<file path="src/rtl/text_console_writer.sv">
// Terminal-style writer that turns a {char, attr} byte stream into cell writes on the
// text RAM write port, keeping a cursor inside a window so the border art is untouched.
module text_console_writer #(
  parameter int          WIN_COL0 = 1,
  parameter int          WIN_ROW0 = 1,
  parameter int          WIN_COLS = 28,
  parameter int          WIN_ROWS = 15,
  parameter logic [7:0]  CLR_ATTR = 8'h07
) (
  input  logic        clk,
  input  logic        resetn,
  input  logic        in_valid,
  output logic        in_ready,
  input  logic [7:0]  in_char,
  input  logic [7:0]  in_attr,
  output logic        ram_ce,
  output logic [9:0]  ram_ada,
  output logic [15:0] ram_din,
  output logic [4:0]  cur_col,
  output logic [3:0]  cur_row,
  output logic        busy
);

  typedef enum logic [1:0] {IDLE, PUT, CLR_LINE, CLR_ALL} state_t;

  localparam logic [4:0]  LAST_COL = 5'(WIN_COLS - 1);
  localparam logic [3:0]  LAST_ROW = 4'(WIN_ROWS - 1);
  localparam logic [4:0]  COL0     = 5'(WIN_COL0);
  localparam logic [4:0]  ROW0     = 5'(WIN_ROW0);
  localparam logic [15:0] BLANK    = {CLR_ATTR, 8'h20};

  state_t      r_state, w_state_nxt;
  logic [4:0]  r_col, w_col_nxt;
  logic [3:0]  r_row, w_row_nxt;
  logic [4:0]  r_ccol, w_ccol_nxt;
  logic [3:0]  r_crow, w_crow_nxt;
  logic        r_ce, w_we;
  logic [9:0]  r_ada, w_ada;
  logic [15:0] r_din, w_din;
  logic        w_accept;

  function automatic logic [9:0] cell_addr(input logic [3:0] row, input logic [4:0] col);
    logic [4:0] abs_row;
    logic [4:0] abs_col;
    abs_row = ROW0 + {1'b0, row};
    abs_col = COL0 + col;
    return {abs_row, abs_col};
  endfunction

  function automatic logic [3:0] next_row(input logic [3:0] row);
    return (row == LAST_ROW) ? 4'd0 : row + 4'd1;
  endfunction

  always_ff @(posedge clk or negedge resetn) begin
    if (!resetn) r_state <= CLR_ALL;
    else         r_state <= w_state_nxt;
  end

  // The write port is registered: a write decided in cycle N is presented in cycle N+1.
  always_comb begin
    w_state_nxt = r_state;
    w_col_nxt   = r_col;
    w_row_nxt   = r_row;
    w_ccol_nxt  = r_ccol;
    w_crow_nxt  = r_crow;
    w_we        = 1'b0;
    w_ada       = r_ada;
    w_din       = r_din;
    in_ready    = (r_state == IDLE);
    w_accept    = in_valid & in_ready;
    case (r_state)
      IDLE: begin
        if (w_accept) begin
          if (in_char >= 8'h20) begin
            w_we        = 1'b1;
            w_ada       = cell_addr(r_row, r_col);
            w_din       = {in_attr, in_char};
            w_state_nxt = PUT;
          end else begin
            case (in_char)
              8'h0D: w_col_nxt = 5'd0;
              8'h0A: begin
                w_row_nxt   = next_row(r_row);
                w_state_nxt = CLR_LINE;
              end
              8'h08: if (r_col != 5'd0) w_col_nxt = r_col - 5'd1;
              8'h0C: begin
                w_col_nxt   = 5'd0;
                w_row_nxt   = 4'd0;
                w_state_nxt = CLR_ALL;
              end
              default: ;
            endcase
          end
        end
      end
      PUT: begin
        if (r_col == LAST_COL) begin
          w_col_nxt   = 5'd0;
          w_row_nxt   = next_row(r_row);
          w_state_nxt = CLR_LINE;
        end else begin
          w_col_nxt   = r_col + 5'd1;
          w_state_nxt = IDLE;
        end
      end
      CLR_LINE: begin
        w_we  = 1'b1;
        w_ada = cell_addr(r_row, r_ccol);
        w_din = BLANK;
        if (r_ccol == LAST_COL) begin
          w_ccol_nxt  = 5'd0;
          w_state_nxt = IDLE;
        end else begin
          w_ccol_nxt = r_ccol + 5'd1;
        end
      end
      CLR_ALL: begin
        w_we  = 1'b1;
        w_ada = cell_addr(r_crow, r_ccol);
        w_din = BLANK;
        if (r_ccol == LAST_COL) begin
          w_ccol_nxt = 5'd0;
          if (r_crow == LAST_ROW) begin
            w_crow_nxt  = 4'd0;
            w_state_nxt = IDLE;
          end else begin
            w_crow_nxt = r_crow + 4'd1;
          end
        end else begin
          w_ccol_nxt = r_ccol + 5'd1;
        end
      end
      default: w_state_nxt = IDLE;
    endcase
  end

  always_ff @(posedge clk or negedge resetn) begin
    if (!resetn) begin
      r_col  <= 5'd0;
      r_row  <= 4'd0;
      r_ccol <= 5'd0;
      r_crow <= 4'd0;
      r_ce   <= 1'b0;
      r_ada  <= 10'd0;
      r_din  <= 16'd0;
    end else begin
      r_col  <= w_col_nxt;
      r_row  <= w_row_nxt;
      r_ccol <= w_ccol_nxt;
      r_crow <= w_crow_nxt;
      r_ce   <= w_we;
      r_ada  <= w_ada;
      r_din  <= w_din;
    end
  end

  assign ram_ce  = r_ce;
  assign ram_ada = r_ada;
  assign ram_din = r_din;
  assign cur_col = r_col;
  assign cur_row = r_row;
  assign busy    = (r_state == CLR_LINE) || (r_state == CLR_ALL);

endmodule

</file>
<file path="config.mk">
export PLATFORM = sky130hd
export DESIGN_NAME = text_console_writer
export DESIGN_NICKNAME = d
export VERILOG_FILES = /design/src/rtl/text_console_writer.sv
export SDC_FILE = /design/constraint.sdc
export NUM_CORES = 1
export LEC_CHECK = 0
export ABC_AREA = 1
export CORE_ASPECT_RATIO = 1.75
export CORE_UTILIZATION = 56
export CTS_BUF_LIST = sky130_fd_sc_hd__clkbuf_8
export DETAILED_ROUTE_END_ITERATION = 8
export GPL_ROUTABILITY_DRIVEN = 0
export PLACE_DENSITY = 0.94
export SETUP_SLACK_MARGIN = 0.02
export SLEW_MARGIN = 20
export SYNTH_ARGS = -nofsm -noshare
export SYNTH_HDL_FRONTEND = slang
export SYNTH_SLANG_ARGS = --single-unit
</file>
<file path="constraint.sdc">
create_clock -name clk -period 4 [get_ports clk]
set_clock_uncertainty 0.05 [all_clocks]
set_input_delay 0.6 -clock clk [delete_from_list [all_inputs] [get_ports clk]]
set_output_delay 0.6 -clock clk [all_outputs]
set_load 0.005 [all_outputs]
</file>
==> results of run 1 <==
==> power by group through the flow <==
stage	Combinational, µW	Sequential [µW]	Clock, µW
final	35.6	475	417
after global routing	38.8	475	441
after CTS	35.5	475	418
after detailed placement	35.0	484	0
after global placement	34.4	484	0
after floorplan	5.19	484	0
==> cell usage in the layout, fill, tap and decap left out <==
cell type        Yosys  layout
a21oi_2              1       1
inv_1               27      27
clkinvlp_4           0       1
nor2_1              19      19
o22a_1               4       4
nand2_1             95      95
nand4_1              2       2
buf_4                3       1
bufinv_16            0       2
o21ai_0             20      20
a22o_1               5       5
inv_2                2       2
nor3_1               1       1
nand2_2              3       3
nand2_4              1       1
xor2_1               6       6
a31oi_1              5       5
dfrtp_1             45      45
or2_1                1       1
nor3_2               1       1
a21oi_1              9       9
clkinv_1             1       1
nand3b_1             2       2
nand3_1             33      33
o21ai_1              2       2
dfstp_2              2       2
ha_1                 7       7
xnor2_1              3       3
clkbuf_8             0       5
clkdlybuf4s50_1      0      55
nor2_2               3       3
==> final cells by class <==
class,count,area share
timing repair buffer,56,0.176
tap,49,0.0193
multi-input combinational,223,0.356
clock inverter,3,0.0213
inverter,30,0.0354
clock buffer,5,0.0217
sequential,47,0.371
==> per-layer routing <==
metal,GRT usage,vias up
met3,0.0389,23
met1,0.308,1078
li1,-,1115
met4,0.140,0
met2,0.459,93
met5,0,-
==> flip-flops by register name (all words and copies together) (netlist names) <==
signal,count
r_state,2
ram_ce,1
ram_din,16
r_ccol,5
ram_ada,10
cur_col,5
r_crow,4
cur_row,4
==> worst reg2reg max path: stages (launching register included) <==
cell	delay (ns)
dfstp_2	0.69
inv_2	0.17
nand2_1	0.34
a21oi_2	0.09
nor2_2	0.24
nand2_2	0.13
nand2_1	0.08
nand2_1	0.05
==> metrics by stage <==
step	util	total power, µW	cells
after CTS	0.758	928	413
after floorplan	-	489	308
after detailed placement	0.726	519	405
after global placement	0.726	519	405
after global routing	0.759	954	413
final	0.759	927	413
==> kinds of logic (layout without fill, tap and decap cells) <==
| group | Yosys count | count (layout) | synth area share |
|---|---|---|---|
| and+or+nand+nor | 161 | 161 | 0.278 |
| DFF | 47 | 47 | 0.474 |
| AOI/OAI and AO/OA | 46 | 46 | 0.110 |
| buffers and inverters | 38 | 94 | 0.0714 |
| xor gates and xnor gates | 9 | 9 | 0.0317 |
| adders and majority gates | 7 | 7 | 0.0352 |
==> worst paths after layout <==
path                                 start          to  slack, ns
worst max-delay path            r_state[1]    in_ready       1.69
worst min-delay path                resetn   r_crow[2]       0.24
worst max register to register  r_state[1]  cur_row[3]       2.07
worst min register to register  ram_din[3]  ram_din[3]       0.44
max in group asynchronous           resetn  ram_ada[3]       3.27
min in group clk                ram_din[3]  ram_din[3]       0.44
==> results.cfg, run 1 <==
[outcome]
outcome = complete, no violations

[synth]
ys_seq_area_frac = 0.474
yosysMostFrequentCell = nand2_1
syn_inst = 308
ys_types = 30
synthesis.nets = 334
synthTopCellsByArea = dfrtp_1 45%, nand2_1 14%, nand3_1 6.6%
ys_seq_elements = 47
yosysTopAreaCell = dfrtp_1
yosys_warnings = 0
synthTopCellsByCount = 95 x nand2_1, 45 x dfrtp_1, 33 x nand3_1, 27 x inv_1, 20 x o21ai_0
yosysTopAreaCellShare = 0.453
ys.flop_type = dfrtp_1
syn_area_per_cell_um2 = 8.08
synthArstFlopShare = 1.00
synth_edf_count = 0
synth_area_um2 = 2490

[clock_tree]
clk-insertion-delay-late_ns = 0.30
cts.clk_slew.worst_paths_ns = 0.09
htree_levels = 2
cts_inserted_buffers = 5
clock-root-buffer = clkbuf_8
cts_setup_buffers = 0
clockBufferDepth = 2
cts_tree = built
cts_sinks = 47
cts_resized = 0
cts_hold_buf = 0

[global_route]
grt_pass1_wl_um = 9580
gr-total-overflow = 0
grt_max_degree = 48
grtUsageTotal = 0.269
grt_pass1_vias = 2167
grt_antenna_before_repair = 0

[drt]
drc_errors = 0
topRoutingLayerUsed = met4
ant_nets = 0
wl_um = 6050
wirelength_met1_um = 2330
drt-wirelength-per-cell_um = 14.6
drtIter0Drc = 130
dr_total_vias = 2309
route.met3.wl_um = 246
met2_wirelength_um = 3250
dr.pass1.iters = 4
vias_per_cell = 5.59

[final_layout]
finalInstanceArea_um2 = 3180
nFillCells = 290
seq_area_um2 = 1180
nets = 389
multi_input_area_um2 = 1130
drive_above_1_share = 0.0604
area_growth_pct = 27.8
diodes = 0

[floorplan]
rows = 31
die_h_um = 90.2
initial_utilization = 0.594
die_area_um2 = 4720
die_w_um = 52.4
ios = 57
coreArea_um2 = 4190

[pwr]
seqPwrFrac = 0.512
power.switching_uw = 186
pwr-share-clk = 0.449
p_int_uw = 741
p_leak_uw = 0.00153
ir_worst_vdd_uv = 248
pwr_density_cell_nw_per_um2 = 292
combPwrFrac = 0.038
swShare = 0.201

[placement]
placed_cell_area_um2 = 3040
dp_worst_setup_slack_ns = 1.70
dpl.hpwl_um = 4380
io_buffers = 56

[timing]
period_needed_ns = 2.31
whs_ns = 0.239
grt_setup_unrepaired = false
relSlewSlack = 0.616
hold_viol = 0
setup_ws_ns = 1.69
slew_violations = 0
setup_viol_count_final = 0
tightestPinTransition_ns = 0.577
setup-tns-final_ns = 0
clock.fmax_mhz = 433
period_share = 0.577

[critical_path]
cp.required_ns = 3.35
cpMaxStageDelayCell = clkdlybuf4s50_1
endpoint_kind = output port
cp.depth = 2
cp_num_buf_inv = 1
cp-start-kind = register
cp_cell_sequence = nor2_1 > clkdlybuf4s50_1
arrival_ns = 1.66
worstSetupPathType = reg2out
crit_path_max_incr_delay_ns = 0.57
cpLargestDelayFamily = buffers and inverters
reg2reg_depth = 7
path_max_fanout = 12

[min_path]
hold_class = in2async

[run]
maxCapViolCount = 0
Power figures use the tool's default switching activity.
==> run 2, diff against run 1 <==
--- a/config.mk
+++ b/config.mk
@@ -7,11 +7,11 @@
 export LEC_CHECK = 0
 export ABC_AREA = 1
 export CORE_ASPECT_RATIO = 1.75
-export CORE_UTILIZATION = 56
+export CORE_UTILIZATION = 52
 export CTS_BUF_LIST = sky130_fd_sc_hd__clkbuf_8
 export DETAILED_ROUTE_END_ITERATION = 8
 export GPL_ROUTABILITY_DRIVEN = 0
-export PLACE_DENSITY = 0.94
+export PLACE_DENSITY = 0.88
 export SETUP_SLACK_MARGIN = 0.02
 export SLEW_MARGIN = 20
 export SYNTH_ARGS = -nofsm -noshare
==> constraint.sdc (replaced) <==
create_clock -name clk -period 2.2 [get_ports clk]
set_clock_uncertainty 0.05 [all_clocks]
set_input_delay 0.33 -clock clk [delete_from_list [all_inputs] [get_ports clk]]
set_output_delay 0.33 -clock clk [all_outputs]
set_load 0.005 [all_outputs]
==> run 2 against run 1 <==
  * Worst hold slack gained 0.19 ns
  * Sequential share of layout area is the same
  * Highest routed layer unchanged
  * Flip-flop and latch count is the same
  * Combinational power grew 89%
  * Count of clock-buffer cells in the layout grew 1
  * Clock power grew 24%
==> results.cfg, run 2 (synthesis results as in run 1) <==
[outcome]
outcome = complete, no violations

[final_layout]
drive_above_1_share = 0.0705
finalInstanceArea_um2 = 3180
multi_input_area_um2 = 1130
seq_area_um2 = 1180
largest_reg_flops = 16
nFillCells = 368
diodes = 0
postLayoutCoreUtil = 0.687
area_growth_pct = 27.8
nets = 395
final_cell_mix = 95 x nand2_1, 55 x clkdlybuf4s50_1, 45 x dfrtp_1, 33 x nand3_1, 27 x inv_1
final_common_cell = nand2_1

[timing]
setup_viol_count_final = 0
hold_viol = 0
period_needed_ns = 2.05
grt_setup_unrepaired = false
whs_ns = 0.426
period_share = 0.931
clock.fmax_mhz = 488
relSlewSlack = 0.654
slew_violations = 0
setup-tns-final_ns = 0
tightestPinTransition_ns = 0.519

[critical_path]
arrival_ns = 1.67
crit_path_max_incr_delay_ns = 0.58
cp-start-kind = register
cp_num_buf_inv = 1
cp.required_ns = 1.82
path_max_fanout = 12
cpLargestDelayFamily = buffers and inverters
worstSetupPathType = reg2out
cpMaxStageDelayCell = clkdlybuf4s50_1
endpoint_kind = output port
cp_cell_sequence = nor2_1 > clkdlybuf4s50_1

[floorplan]
die_area_um2 = 5070
rows = 33
ios = 57
die_w_um = 54.3
die_h_um = 93.5
initial_utilization = 0.538
coreArea_um2 = 4620

[global_route]
grt_pass1_wl_um = 9450
gr-total-overflow = 0
grt_max_degree = 25
grtUsageTotal = 0.253
grt_antenna_before_repair = 0
grt_pass1_vias = 2246

[clock_tree]
cts_resized = 0
htree_levels = 2
clock-root-buffer = clkbuf_8
clockBufferDepth = 2
cts_sinks = 47
cts.clk_slew.worst_paths_ns = 0.08
clk-insertion-delay-late_ns = 0.30
cts_setup_buffers = 0
cts_inserted_buffers = 5
cts_tree = built
cts_hold_buf = 1

[drt]
route.met3.wl_um = 192
drt-wirelength-per-cell_um = 13.4
vias_per_cell = 5.46
dr_total_vias = 2297
ant_nets = 0
dr.pass1.iters = 4
drc_errors = 0
met2_wirelength_um = 3070
topRoutingLayerUsed = met4
drtIter0Drc = 86
wl_um = 5660
wirelength_met1_um = 2240

[pwr]
p_leak_uw = 0.00154
power_uw = 1450
ir_worst_vdd_uv = 558
pwr_density_cell_nw_per_um2 = 455

[min_path]
hold_class = reg2reg

[placement]
placed_cell_area_um2 = 3080
dpl.hpwl_um = 4370
io_buffers = 56

[run]
maxCapViolCount = 0
==> run 2: final timing paths <==
kind / slack [ns] / end / depth (start not counted) / start
max: 0.15 / in_ready / 2 / r_state[1]
min: 0.43 / ram_din[6] / 2 / ram_din[6]
max reg2reg: 0.41 / cur_row[3] / 7 / r_state[1]
min reg2reg: 0.43 / ram_din[6] / 2 / ram_din[6]
max in group asynchronous: 0.96 / r_state[0] / 3 / resetn
min in group asynchronous: 0.49 / ram_din[14] / 2 / resetn
==> run 2: cell type report <==
| cell class | count | area share |
|---|---|---|
| Sequential cell | 47 | 0.371 |
| Clock inverter | 1 | 0.00157 |
| Multi-Input combinational cell | 223 | 0.356 |
| Inverter | 30 | 0.0354 |
| Tap cell | 52 | 0.0205 |
| Timing Repair Buffer | 62 | 0.190 |
| Clock buffer | 6 | 0.0260 |
==> run 2: where the power goes <==
group          switching, µW  internal, µW
combinational           33.4          33.8
sequential                 0           863
clock                    270           247
total                    304          1140
==> run 2: metrics by stage <==
stage | std cells | setup WS [ns]
after global placement | 413 | 0.280
after detailed placement | 413 | 0.228
after CTS | 421 | 0.172
final | 421 | 0.151
after global routing | 421 | 0.0878
after floorplan | 308 | 0.736
==> run 2: worst min-delay path, cell delays in order, from the launching register on <==
cell and delay (ns):
dfrtp_1 0.35, nand2_1 0.05, nand2_1 0.05
==> run 2: routing by layer <==
layer	global-route usage	up-vias
li1	-	1121
met1	0.292	1089
met3	0.0488	18
met5	0	-
met4	0.105	0
met2	0.433	69
